[src/rtl/depacketizer_vc_pkg.sv]
// Shared definitions for the VC-aware depacketizer: flit field positions
// and payload width, all derived from the flit and address widths.
package depacketizer_vc_pkg;

  // Control bit offsets counted down from the flit MSB
  localparam int VALID_OFS = 1;
  localparam int HEAD_OFS  = 2;
  localparam int TAIL_OFS  = 3;

  function automatic int valid_bit(input int width_in);
    return width_in - VALID_OFS;
  endfunction

  function automatic int head_bit(input int width_in);
    return width_in - HEAD_OFS;
  endfunction

  function automatic int tail_bit(input int width_in);
    return width_in - TAIL_OFS;
  endfunction

  function automatic int vc_lsb(input int width_in, input int vc_width);
    return width_in - TAIL_OFS - vc_width;
  endfunction

  function automatic int dest_lsb(input int width_in, input int addr_width, input int vc_width);
    return width_in - TAIL_OFS - vc_width - addr_width;
  endfunction

  // Payload occupies everything below the dest field
  function automatic int payload_width(input int width_in, input int addr_width, input int vc_width);
    return dest_lsb(width_in, addr_width, vc_width);
  endfunction

endpackage

[src/rtl/depacketizer_vc_slot.sv]
// One per-VC reassembly slot: flit counter, payload shift register, dest
// register and done flag. With DEPKT_ERR_CHECK_EN defined the slot also
// keeps a sticky protocol-error flag.
module depacketizer_vc_slot
  import depacketizer_vc_pkg::*;
#(
  parameter int P  = 28,
  parameter int AW = 4,
  parameter int PW = 1
) (
  input  logic            clk,
  input  logic            rst,
  input  logic            accept,
  input  logic            head,
  input  logic            tail,
  input  logic [AW-1:0]   dest_in,
  input  logic [P-1:0]    payload,
  input  logic            pop,
  output logic            done,
  output logic [PW*P-1:0] data,
  output logic [AW-1:0]   dest
`ifdef DEPKT_ERR_CHECK_EN
  ,
  output logic            err
`endif
);

  localparam int SW = PW * P;
  localparam int CW = (PW < 2) ? 1 : $clog2(PW + 1);

  logic [CW-1:0] cnt;
  logic [SW-1:0] appended;

  // First flit ends up most significant: shift left and insert new payload
  assign appended = (data << P) | SW'(payload);

  // Slot state: head restarts, body/tail append, pop frees the slot
  always_ff @(posedge clk or posedge rst) begin
    if (rst) begin
      cnt  <= {CW{1'b0}};
      done <= 1'b0;
      data <= {SW{1'b0}};
      dest <= {AW{1'b0}};
`ifdef DEPKT_ERR_CHECK_EN
      err  <= 1'b0;
`endif
    end else if (pop) begin
      cnt  <= {CW{1'b0}};
      done <= 1'b0;
    end else if (accept && head) begin
`ifdef DEPKT_ERR_CHECK_EN
      if (cnt != {CW{1'b0}}) begin
        err <= 1'b1;
      end
`endif
      cnt  <= CW'(1);
      dest <= dest_in;
      data <= SW'(payload);
      done <= tail;
    end else if (accept) begin
`ifdef DEPKT_ERR_CHECK_EN
      if (cnt == {CW{1'b0}}) begin
        // body flit with no open packet: drop it
        err <= 1'b1;
      end else if (cnt == CW'(PW)) begin
        // packet longer than a slot can hold: close what we have
        err  <= 1'b1;
        done <= 1'b1;
      end else begin
        cnt  <= cnt + CW'(1);
        data <= appended;
        done <= tail;
      end
`else
      cnt  <= cnt + CW'(1);
      data <= appended;
      // a stray tail with no open packet must never complete one
      done <= tail && (cnt != {CW{1'b0}});
`endif
    end
  end

endmodule

[src/rtl/depacketizer_vc.sv]
// Receive-side NoC depacketizer with one reassembly slot per virtual channel.
// Finished packets are offered through a round-robin arbiter whose grant is
// held while the consumer stalls. Optional macro: DEPKT_ERR_CHECK_EN adds
// the sticky error_out port and protocol checking.
module depacketizer_vc
  import depacketizer_vc_pkg::*;
#(
  parameter int ADDRESS_WIDTH    = 4,
  parameter int VC_ADDRESS_WIDTH = 1,
  parameter int WIDTH_IN         = 36,
  parameter int WIDTH_OUT        = 12,
  parameter int PACKETIZER_WIDTH = 1
) (
  input  logic                                clk,
  input  logic                                rst,
  input  logic [WIDTH_IN-1:0]                 data_in,
  input  logic                                valid_in,
  output logic [(2**VC_ADDRESS_WIDTH)-1:0]    ready_out,
  output logic [WIDTH_OUT-1:0]                data_out,
  output logic [ADDRESS_WIDTH-1:0]            dst_out,
  output logic [VC_ADDRESS_WIDTH-1:0]         vc_out,
  output logic                                valid_out,
  input  logic                                ready_in
`ifdef DEPKT_ERR_CHECK_EN
  ,
  output logic                                error_out
`endif
);

  localparam int NUM_VC = 2**VC_ADDRESS_WIDTH;
  localparam int VW     = VC_ADDRESS_WIDTH;
  localparam int AW     = ADDRESS_WIDTH;
  localparam int P      = payload_width(WIDTH_IN, ADDRESS_WIDTH, VC_ADDRESS_WIDTH);
  localparam int SW     = PACKETIZER_WIDTH * P;
  localparam int EW     = (WIDTH_OUT > SW) ? WIDTH_OUT : SW;
  localparam int VALID_B = valid_bit(WIDTH_IN);
  localparam int HEAD_B  = head_bit(WIDTH_IN);
  localparam int TAIL_B  = tail_bit(WIDTH_IN);
  localparam int VC_L    = vc_lsb(WIDTH_IN, VC_ADDRESS_WIDTH);
  localparam int DEST_L  = dest_lsb(WIDTH_IN, ADDRESS_WIDTH, VC_ADDRESS_WIDTH);

  logic [VW-1:0]     flit_vc;
  logic              flit_ok;
  logic [NUM_VC-1:0] done;
  logic [NUM_VC-1:0] accept;
  logic [NUM_VC-1:0] pop;
  logic [SW-1:0]     slot_data [NUM_VC];
  logic [AW-1:0]     slot_dest [NUM_VC];
  logic [VW-1:0]     rr;
  logic [VW-1:0]     gnt;
  logic [VW-1:0]     gnt_held;
  logic              locked;
  logic [VW-1:0]     pick;
  logic [VW-1:0]     idx;
  logic              found;
  logic [EW-1:0]     ext;
`ifdef DEPKT_ERR_CHECK_EN
  logic [NUM_VC-1:0] slot_err;
  assign error_out = |slot_err;
`endif

  assign flit_vc   = data_in[VC_L +: VW];
  assign flit_ok   = valid_in & data_in[VALID_B];
  assign ready_out = ~done;

  for (genvar v = 0; v < NUM_VC; v++) begin : g_slot
    assign accept[v] = flit_ok & ready_out[v] & (flit_vc == VW'(v));
    assign pop[v]    = valid_out & ready_in & (gnt == VW'(v));

    depacketizer_vc_slot #(
      .P  (P),
      .AW (AW),
      .PW (PACKETIZER_WIDTH)
    ) u_slot (
      .clk     (clk),
      .rst     (rst),
      .accept  (accept[v]),
      .head    (data_in[HEAD_B]),
      .tail    (data_in[TAIL_B]),
      .dest_in (data_in[DEST_L +: AW]),
      .payload (data_in[P-1:0]),
      .pop     (pop[v]),
      .done    (done[v]),
      .data    (slot_data[v]),
      .dest    (slot_dest[v])
`ifdef DEPKT_ERR_CHECK_EN
      ,
      .err     (slot_err[v])
`endif
    );
  end

  // Round-robin pick starting at rr; a stalled grant stays put
  always_comb begin
    pick  = rr;
    found = 1'b0;
    idx   = rr;
    for (int i = 0; i < NUM_VC; i++) begin
      idx = rr + VW'(i);
      if (!found && done[idx]) begin
        found = 1'b1;
        pick  = idx;
      end else begin
        found = found;
      end
    end
    if (locked) begin
      gnt = gnt_held;
    end else begin
      gnt = pick;
    end
    valid_out = done[gnt];
  end

  // Output mux: zero when idle, payload zero-extended or truncated to WIDTH_OUT
  always_comb begin
    ext = EW'(slot_data[gnt]);
    if (valid_out) begin
      data_out = ext[WIDTH_OUT-1:0];
      dst_out  = slot_dest[gnt];
      vc_out   = gnt;
    end else begin
      data_out = {WIDTH_OUT{1'b0}};
      dst_out  = {AW{1'b0}};
      vc_out   = {VW{1'b0}};
    end
  end

  // Arbiter state: grant lock during stalls, pointer advance on delivery
  always_ff @(posedge clk or posedge rst) begin
    if (rst) begin
      rr       <= {VW{1'b0}};
      gnt_held <= {VW{1'b0}};
      locked   <= 1'b0;
    end else begin
      locked   <= valid_out & ~ready_in;
      gnt_held <= gnt;
      if (valid_out && ready_in) begin
        rr <= gnt + VW'(1);
      end
    end
  end

endmodule
[config.mk]
export PLATFORM = sky130hd
export DESIGN_NAME = depacketizer_vc
export DESIGN_NICKNAME = d
export VERILOG_FILES = /design/src/rtl/depacketizer_vc_pkg.sv /design/src/rtl/depacketizer_vc_slot.sv /design/src/rtl/depacketizer_vc.sv
export SDC_FILE = /design/constraint.sdc
export NUM_CORES = 1
export LEC_CHECK = 0
export CORE_ASPECT_RATIO = 0.75
export CORE_MARGIN = 5
export CORE_UTILIZATION = 40
export DETAILED_ROUTE_END_ITERATION = 10
export PLACE_DENSITY = 0.74
export SETUP_SLACK_MARGIN = 0.15
export SLEW_MARGIN = 20
export SYNTH_ARGS = -nofsm -noshare
export SYNTH_HDL_FRONTEND = slang
export SYNTH_SLANG_ARGS = --single-unit
[constraint.sdc]
create_clock -name clk -period 1.5 [get_ports clk]
set_clock_uncertainty 0.05 [all_clocks]
set_input_delay 0.15 -clock clk [delete_from_list [all_inputs] [get_ports clk]]
set_output_delay 0.15 -clock clk [all_outputs]
set_load 0.05 [all_outputs]
==> flow_metrics.env, run 1 <==
export IMPL_status="finished, violations left"
export IMPL_violations="setup timing"
export IMPL_finalSetupTns_ns=-12.58
export IMPL_remaining_drc_errors=0
export IMPL_syn_instance_count=147
export IMPL_gp_congestion=0.7209
export IMPL_grt_start_max_net_pins=40
export IMPL_leakage_nw=1.443
export IMPL_synth_lib_cells_used_distinct=28
export IMPL_slew_headroom_pct=75.22
export IMPL_synthesis_area_per_instance_um2=12.55
export IMPL_route_detailed_vias_per_inst=5.227
export IMPL_routedWlPerCell_um=19.93
export IMPL_placed_area_mm2=0.002720
export IMPL_net_count_reported_at_finish=264
export IMPL_cts_hold_buffers_added=0
export IMPL_cts_root_buf="clkbuf_8"
export IMPL_synth_ff_latch_count=39
export IMPL_fp_dieArea_mm2=0.006086
export IMPL_fin_crit_ns=2.060
export IMPL_start_util_pct=41.32
export IMPL_totalWireLength_um=5620
export IMPL_power_per_cell_area_mw_per_mm2=1754
export IMPL_highest_count_cells_in_the_layout_ignoring_fill_and_taps="dfrtp_1, mux2_4, buf_6"
export IMPL_critical_path_arrival_ns=1.86
export IMPL_proportion_of_synthesized_chip_area_in_sequential_cells_pct=52.88
export IMPL_detailedRoute_firstPassIterationCount=4
export IMPL_placementRows=21
export IMPL_htree_levels=2
export IMPL_synth_top_area_share_pct=52.88
export IMPL_fin_total_pwr_mw=5.829
export IMPL_vdd_ir_drop_max_mv=0.9884
export IMPL_fin_crit_sh_pct=137.4
export IMPL_finalSetupViolCount=46
export IMPL_gr_total_overflow=0
export IMPL_cts_num_sinks=39
export IMPL_place_port_buffers=43
export IMPL_antenna_cells=0
export IMPL_mappedNetlistNets=187
export IMPL_vias=1474
export IMPL_dieWidth_um=88.43
export IMPL_die_boundary_height_um=68.83
export IMPL_final_design_area_no_fill_mm2=0.003323
export IMPL_area_growth_syn_to_layout_pct=80.07
export IMPL_core_footprint_mm2=0.004467
export IMPL_grt_setup_unrepaired="yes"
export IMPL_synthesis_area_mm2=0.001846
export IMPL_final_max_slew_viol_count=0
export IMPL_top_area_cells_in_the_synthesized_netlist="dfrtp_1, mux2_2, mux2i_1, nor2_1, inv_1"
export IMPL_synth_yosys_warnings=0
export IMPL_clk_insertion_delay_late_ns=0.29
export IMPL_mostFrequentLayoutCell="dfrtp_1"
export IMPL_tritoncts="built"
export IMPL_finalHoldViolations=0
export IMPL_crit_path_start_kind="register"
export IMPL_critical_path_required_ns=1.30
export IMPL_worst_pin_slew_ns=0.3705
export IMPL_number_of_global_route_vias_before_repair=1571
export IMPL_most_area_hungry_cell_type_in_the_yosys_netlist="dfrtp_1"
export IMPL_final_cell_count_no_fill=282
export IMPL_timing_worst_setup_path_type="register to output pin"
export IMPL_groute_usage_overall_pct=17.71
export IMPL_final_setup_worst_slack_ns=-0.5603
export IMPL_layout_drive_gt1_share_pct=62.67
export IMPL_min_delay_path_class="primary input to asynchronous set/reset pin"
export IMPL_number_of_max_cap_violations=0
export IMPL_cts_inserted_buffers=5
export IMPL_wire_length_of_the_first_global_routing_pass_um=7893
export IMPL_pre_cts_ws_ns=-0.2427
export IMPL_hpwlAfterDp_um=3213
export IMPL_ant_nets=0
export IMPL_post_place_cells=258
export IMPL_setup_worst_path_end_class="output pin"
export IMPL_antenna_found_initial=0
export IMPL_clk_transition_reported_paths_ns=0.08
export IMPL_path_max_fanout=5
export IMPL_cts_max_path_buffers=2
export IMPL_first_iter_violations=28
export IMPL_timing_fmax_mhz=485.4
export IMPL_io_pins=60
[layer usage]
layer / share of wire [%] / track usage, % / wire, µm / vias to the layer above
met5: 0 / 0 / 0 / -
met1: 43 / 22.46 / 2411 / 751
met3: 3.8 / 5.463 / 214 / 14
met2: 52 / 29.48 / 2909 / 38
met4: 1.5 / 5.094 / 85 / 0
li1: - / - / - / 671
[critical path, cell delays in order (launching register included)]
cell      delay (ns)
dfrtp_2         0.42
a21boi_4        0.15
o31ai_4         0.21
buf_4           0.18
buf_16          0.13
mux2i_2         0.24
nor2_2          0.08
buf_12          0.15
[cell usage after synthesis]
cell type / instances
inv_1: 7
a21o_1: 1
inv_2: 1
nor2b_1: 1
a221oi_2: 1
clkbuf_1: 1
o2111ai_1: 1
buf_12: 1
nand2_1: 7
o22ai_2: 1
mux2_2: 31
o31ai_2: 1
nor2_1: 19
or2_1: 1
o21bai_1: 1
a21oi_1: 2
nand4_4: 1
buf_4: 1
mux2_1: 1
o211ai_1: 2
dfrtp_1: 39
a21boi_1: 1
and2_4: 1
nor3_2: 1
o21ai_0: 4
buf_6: 1
mux2i_1: 16
buf_2: 2
[area by class of cell]
cell class	count	area, µm²
flip-flops and latches	39	979.7
multi-input cells	94	1179
clock buffers	8	100.1
repair buffers	76	949.7
fillers	265	1144
well taps	57	71.32
inverters	8	43.79
[final timing paths]
check                                      start                       end  slack (ns)  cells past startpoint
max                        g_slot[0].u_slot.done                dst_out[1]       -0.56                      7
min                                          rst  g_slot[0].u_slot.data[8]        0.17                      3
max reg2reg                g_slot[0].u_slot.done  g_slot[0].u_slot.data[6]       -0.20                      6
min reg2reg                 g_slot[1].u_slot.cnt      g_slot[1].u_slot.cnt        0.45                      1
max in group asynchronous                    rst     g_slot[1].u_slot.done        1.02                      3
min in group clk                     data_in[33]     g_slot[1].u_slot.done        0.43                      3
[power breakdown]
part	internal, mW	total [mW]	leakage (nW)	switching, mW
logic	1.83	3.39	0.930	1.57
registers	1.36	1.66	0.461	0.300
clock network	0.420	0.783	0.0515	0.363
total	3.60	5.83	1.44	2.23
[per-stage QoR]
stage | utilization (%) | hold slack, ns
6_report | 74.40 | 0.1693
5_1_grt | 74.40 | 0.2161
4_1_cts | 69.83 | 0.1789
3_5_place_dp | 60.90 | 0.4439
3_3_place_gp | 60.90 | 0.4208
2_1_floorplan | - | 0.1664
[kinds of logic after synthesis]
family | Yosys count | synth area share [%]
muxes | 48 | 28.20
buffers and inverters | 14 | 4.475
and+or+nand+nor | 31 | 8.136
DFF | 39 | 52.88
AOI/OAI and AO/OA | 15 | 6.305
[state kept, by name, indices dropped and copies added, names as in the netlist]
signal / count
g_slot.u_slot.data: 24
g_slot.u_slot.dest: 8
g_slot.u_slot.cnt: 2
g_slot.u_slot.done: 2
gnt_held: 1
locked: 1
rr: 1
[repair_timing]
action | CTS | global route
setup buffers | 7 | 5
pin swaps | 8 | 8
cloned | 3 | 1
resized for setup | 50 | 39
setup endpoints to repair | 57 | 58
(Power assumes the default switching activity.)
==> inputs of run 2 (changes only) <==
Settings changed: CTS_CLUSTER_SIZE set to 24, TNS_END_PERCENT set to 30.
==> flow_metrics.env, run 2 (synthesis results as in run 1) <==
export IMPL_fin_total_pwr_mw=5.518
export IMPL_number_of_global_route_vias_before_repair=1523
export IMPL_clk_transition_reported_paths_ns=0.07
export IMPL_layout_drive_gt1_share_pct=57.48
export IMPL_placementRows=21
export IMPL_path_max_fanout=3
export IMPL_finalHoldViolations=0
export IMPL_tritoncts="built"
export IMPL_slew_headroom_pct=79.45
export IMPL_multiInputGateArea_mm2=0.001097
export IMPL_routedWlPerCell_um=17.01
export IMPL_fp_dieArea_mm2=0.006086
export IMPL_register_area_um2=978.4
export IMPL_final_max_slew_viol_count=0
export IMPL_hpwlAfterDp_um=3227
export IMPL_leakage_nw=1.305
export IMPL_antenna_cells=0
export IMPL_largest_registers="g_slot.u_slot.data: 24 flops, g_slot.u_slot.dest: 8 flops"
export IMPL_place_port_buffers=43
export IMPL_wire_length_of_the_first_global_routing_pass_um=7583
export IMPL_cts_num_sinks=39
export IMPL_gp_congestion=0.7713
export IMPL_start_util_pct=41.32
export IMPL_ant_nets=0
export IMPL_totalWireLength_um=4611
export IMPL_grt_setup_unrepaired="yes"
export IMPL_cts_inserted_buffers=5
export IMPL_highest_count_cells_in_the_layout_ignoring_fill_and_taps="dfrtp_1, buf_6, clkdlybuf4s50_1"
export IMPL_power_per_cell_area_mw_per_mm2=1815
export IMPL_htree_levels=2
export IMPL_finalCoreUtilization_pct=68.07
export IMPL_grt_start_max_net_pins=40
export IMPL_net_count_reported_at_finish=253
export IMPL_critical_path_arrival_ns=1.83
export IMPL_timing_worst_setup_path_type="register to output pin"
export IMPL_clk_insertion_delay_late_ns=0.29
export IMPL_first_iter_violations=29
export IMPL_setup_worst_path_end_class="output pin"
export IMPL_fin_crit_sh_pct=135.3
export IMPL_timing_hold_ws_ns=0.1740
export IMPL_dieWidth_um=88.43
export IMPL_finalSetupViolCount=37
export IMPL_cts_root_buf="clkbuf_8"
export IMPL_min_delay_path_class="primary input to asynchronous set/reset pin"
export IMPL_status="finished, violations left"
export IMPL_fin_crit_ns=2.029
export IMPL_io_pins=60
export IMPL_critical_path_required_ns=1.30
export IMPL_route_detailed_vias_per_inst=5.159
export IMPL_post_place_cells=257
export IMPL_number_of_max_cap_violations=0
export IMPL_worst_pin_slew_ns=0.3082
export IMPL_remaining_drc_errors=0
export IMPL_groute_usage_overall_pct=16.59
export IMPL_core_footprint_mm2=0.004467
export IMPL_largest_register_ff_count=24
export IMPL_antenna_found_initial=0
export IMPL_detailedRoute_firstPassIterationCount=4
export IMPL_final_setup_worst_slack_ns=-0.5288
export IMPL_die_boundary_height_um=68.83
export IMPL_gr_total_overflow=0
export IMPL_timing_fmax_mhz=492.9
export IMPL_crit_path_start_kind="register"
export IMPL_cts_max_path_buffers=2
export IMPL_mostFrequentLayoutCell="dfrtp_1"
export IMPL_vias=1398
export IMPL_violations="setup timing"
export IMPL_vdd_ir_drop_max_mv=0.8949
export IMPL_fill_cells=310
export IMPL_max_flop_register="g_slot.u_slot.data"
export IMPL_final_cell_count_no_fill=271
export IMPL_area_growth_syn_to_layout_pct=64.75
## run 2: cell count changes in the layout (fill, tap and decap cells not counted), moves of 3 or more
| cell | previous run | this run |
|---|---|---|
| mux2_4 | 23 | 15 |
| mux2_2 | 9 | 16 |
| buf_12 | 12 | 6 |
| buf_8 | 4 | 1 |
| mux2i_1 | 2 | 5 |
| o21ai_0 | 1 | 4 |
| o21ai_1 | 3 | 0 |
## run 2: final cells by class
type,count,share of cell area [%]
repair buffers,65,23.74
inverters,8,1.276
flip-flops and latches,39,32.18
well taps,57,2.346
clock inverters,2,1.975
multi-input cells,94,36.09
clock buffers,6,2.387
## run 2: path summary, 6_finish.rpt
check | from | to | slack [ns] | depth (start not counted)
worst max-delay path | rr | data_out[2] | -0.53 | 7
worst min-delay path | rst | g_slot[1].u_slot.data[1] | 0.17 | 3
worst max register to register | g_slot[1].u_slot.done | g_slot[1].u_slot.cnt | -0.28 | 8
worst min register to register | g_slot[0].u_slot.dest[1] | g_slot[0].u_slot.dest[1] | 0.45 | 1
max in group asynchronous | rst | g_slot[1].u_slot.done | 1.01 | 3
min in group clk | data_in[31] | g_slot[1].u_slot.dest[3] | 0.45 | 2
## run 2: repair_timing
item / CTS / global route
hold buffers: 0 / 0
pin swaps: 1 / 5
setup buffers: 3 / 3
resized for setup: 27 / 26
endpoints found under the setup margin: 56 / 57
## run 2: metal layers
metal,GRT usage (%),share of wire (%)
met5,0,0
met4,4.528,0.78
met3,4.513,5.9
met2,29.20,52
met1,20.27,42
## run 2: metrics by stage
step / setup WS (ns) / TNS (ns) / cell area (µm²)
final: -0.5288 / -10.36 / 3040
after global routing: -0.6166 / -12.23 / 3040
after CTS: -0.5307 / -9.195 / 2923
after detailed placement: -0.2540 / -7.707 / 2663
after global placement: -0.2085 / -6.183 / 2663
after floorplan: -0.2120 / -3.681 / 2074
## run 2: where the power goes
group / internal (mW) / switching, mW / total, mW
Combinational: 1.47 / 1.39 / 2.87
Sequential: 1.35 / 0.270 / 1.62
Clock: 0.665 / 0.366 / 1.03
Total: 3.49 / 2.03 / 5.52
## run 2: worst max-delay path, stage by stage, from the launching register on
cell	delay [ns]
dfrtp_1	0.44
nor2_2	0.07
o31ai_4	0.33
buf_4	0.18
buf_6	0.11
mux2i_2	0.22
nor2_2	0.05
buf_6	0.15
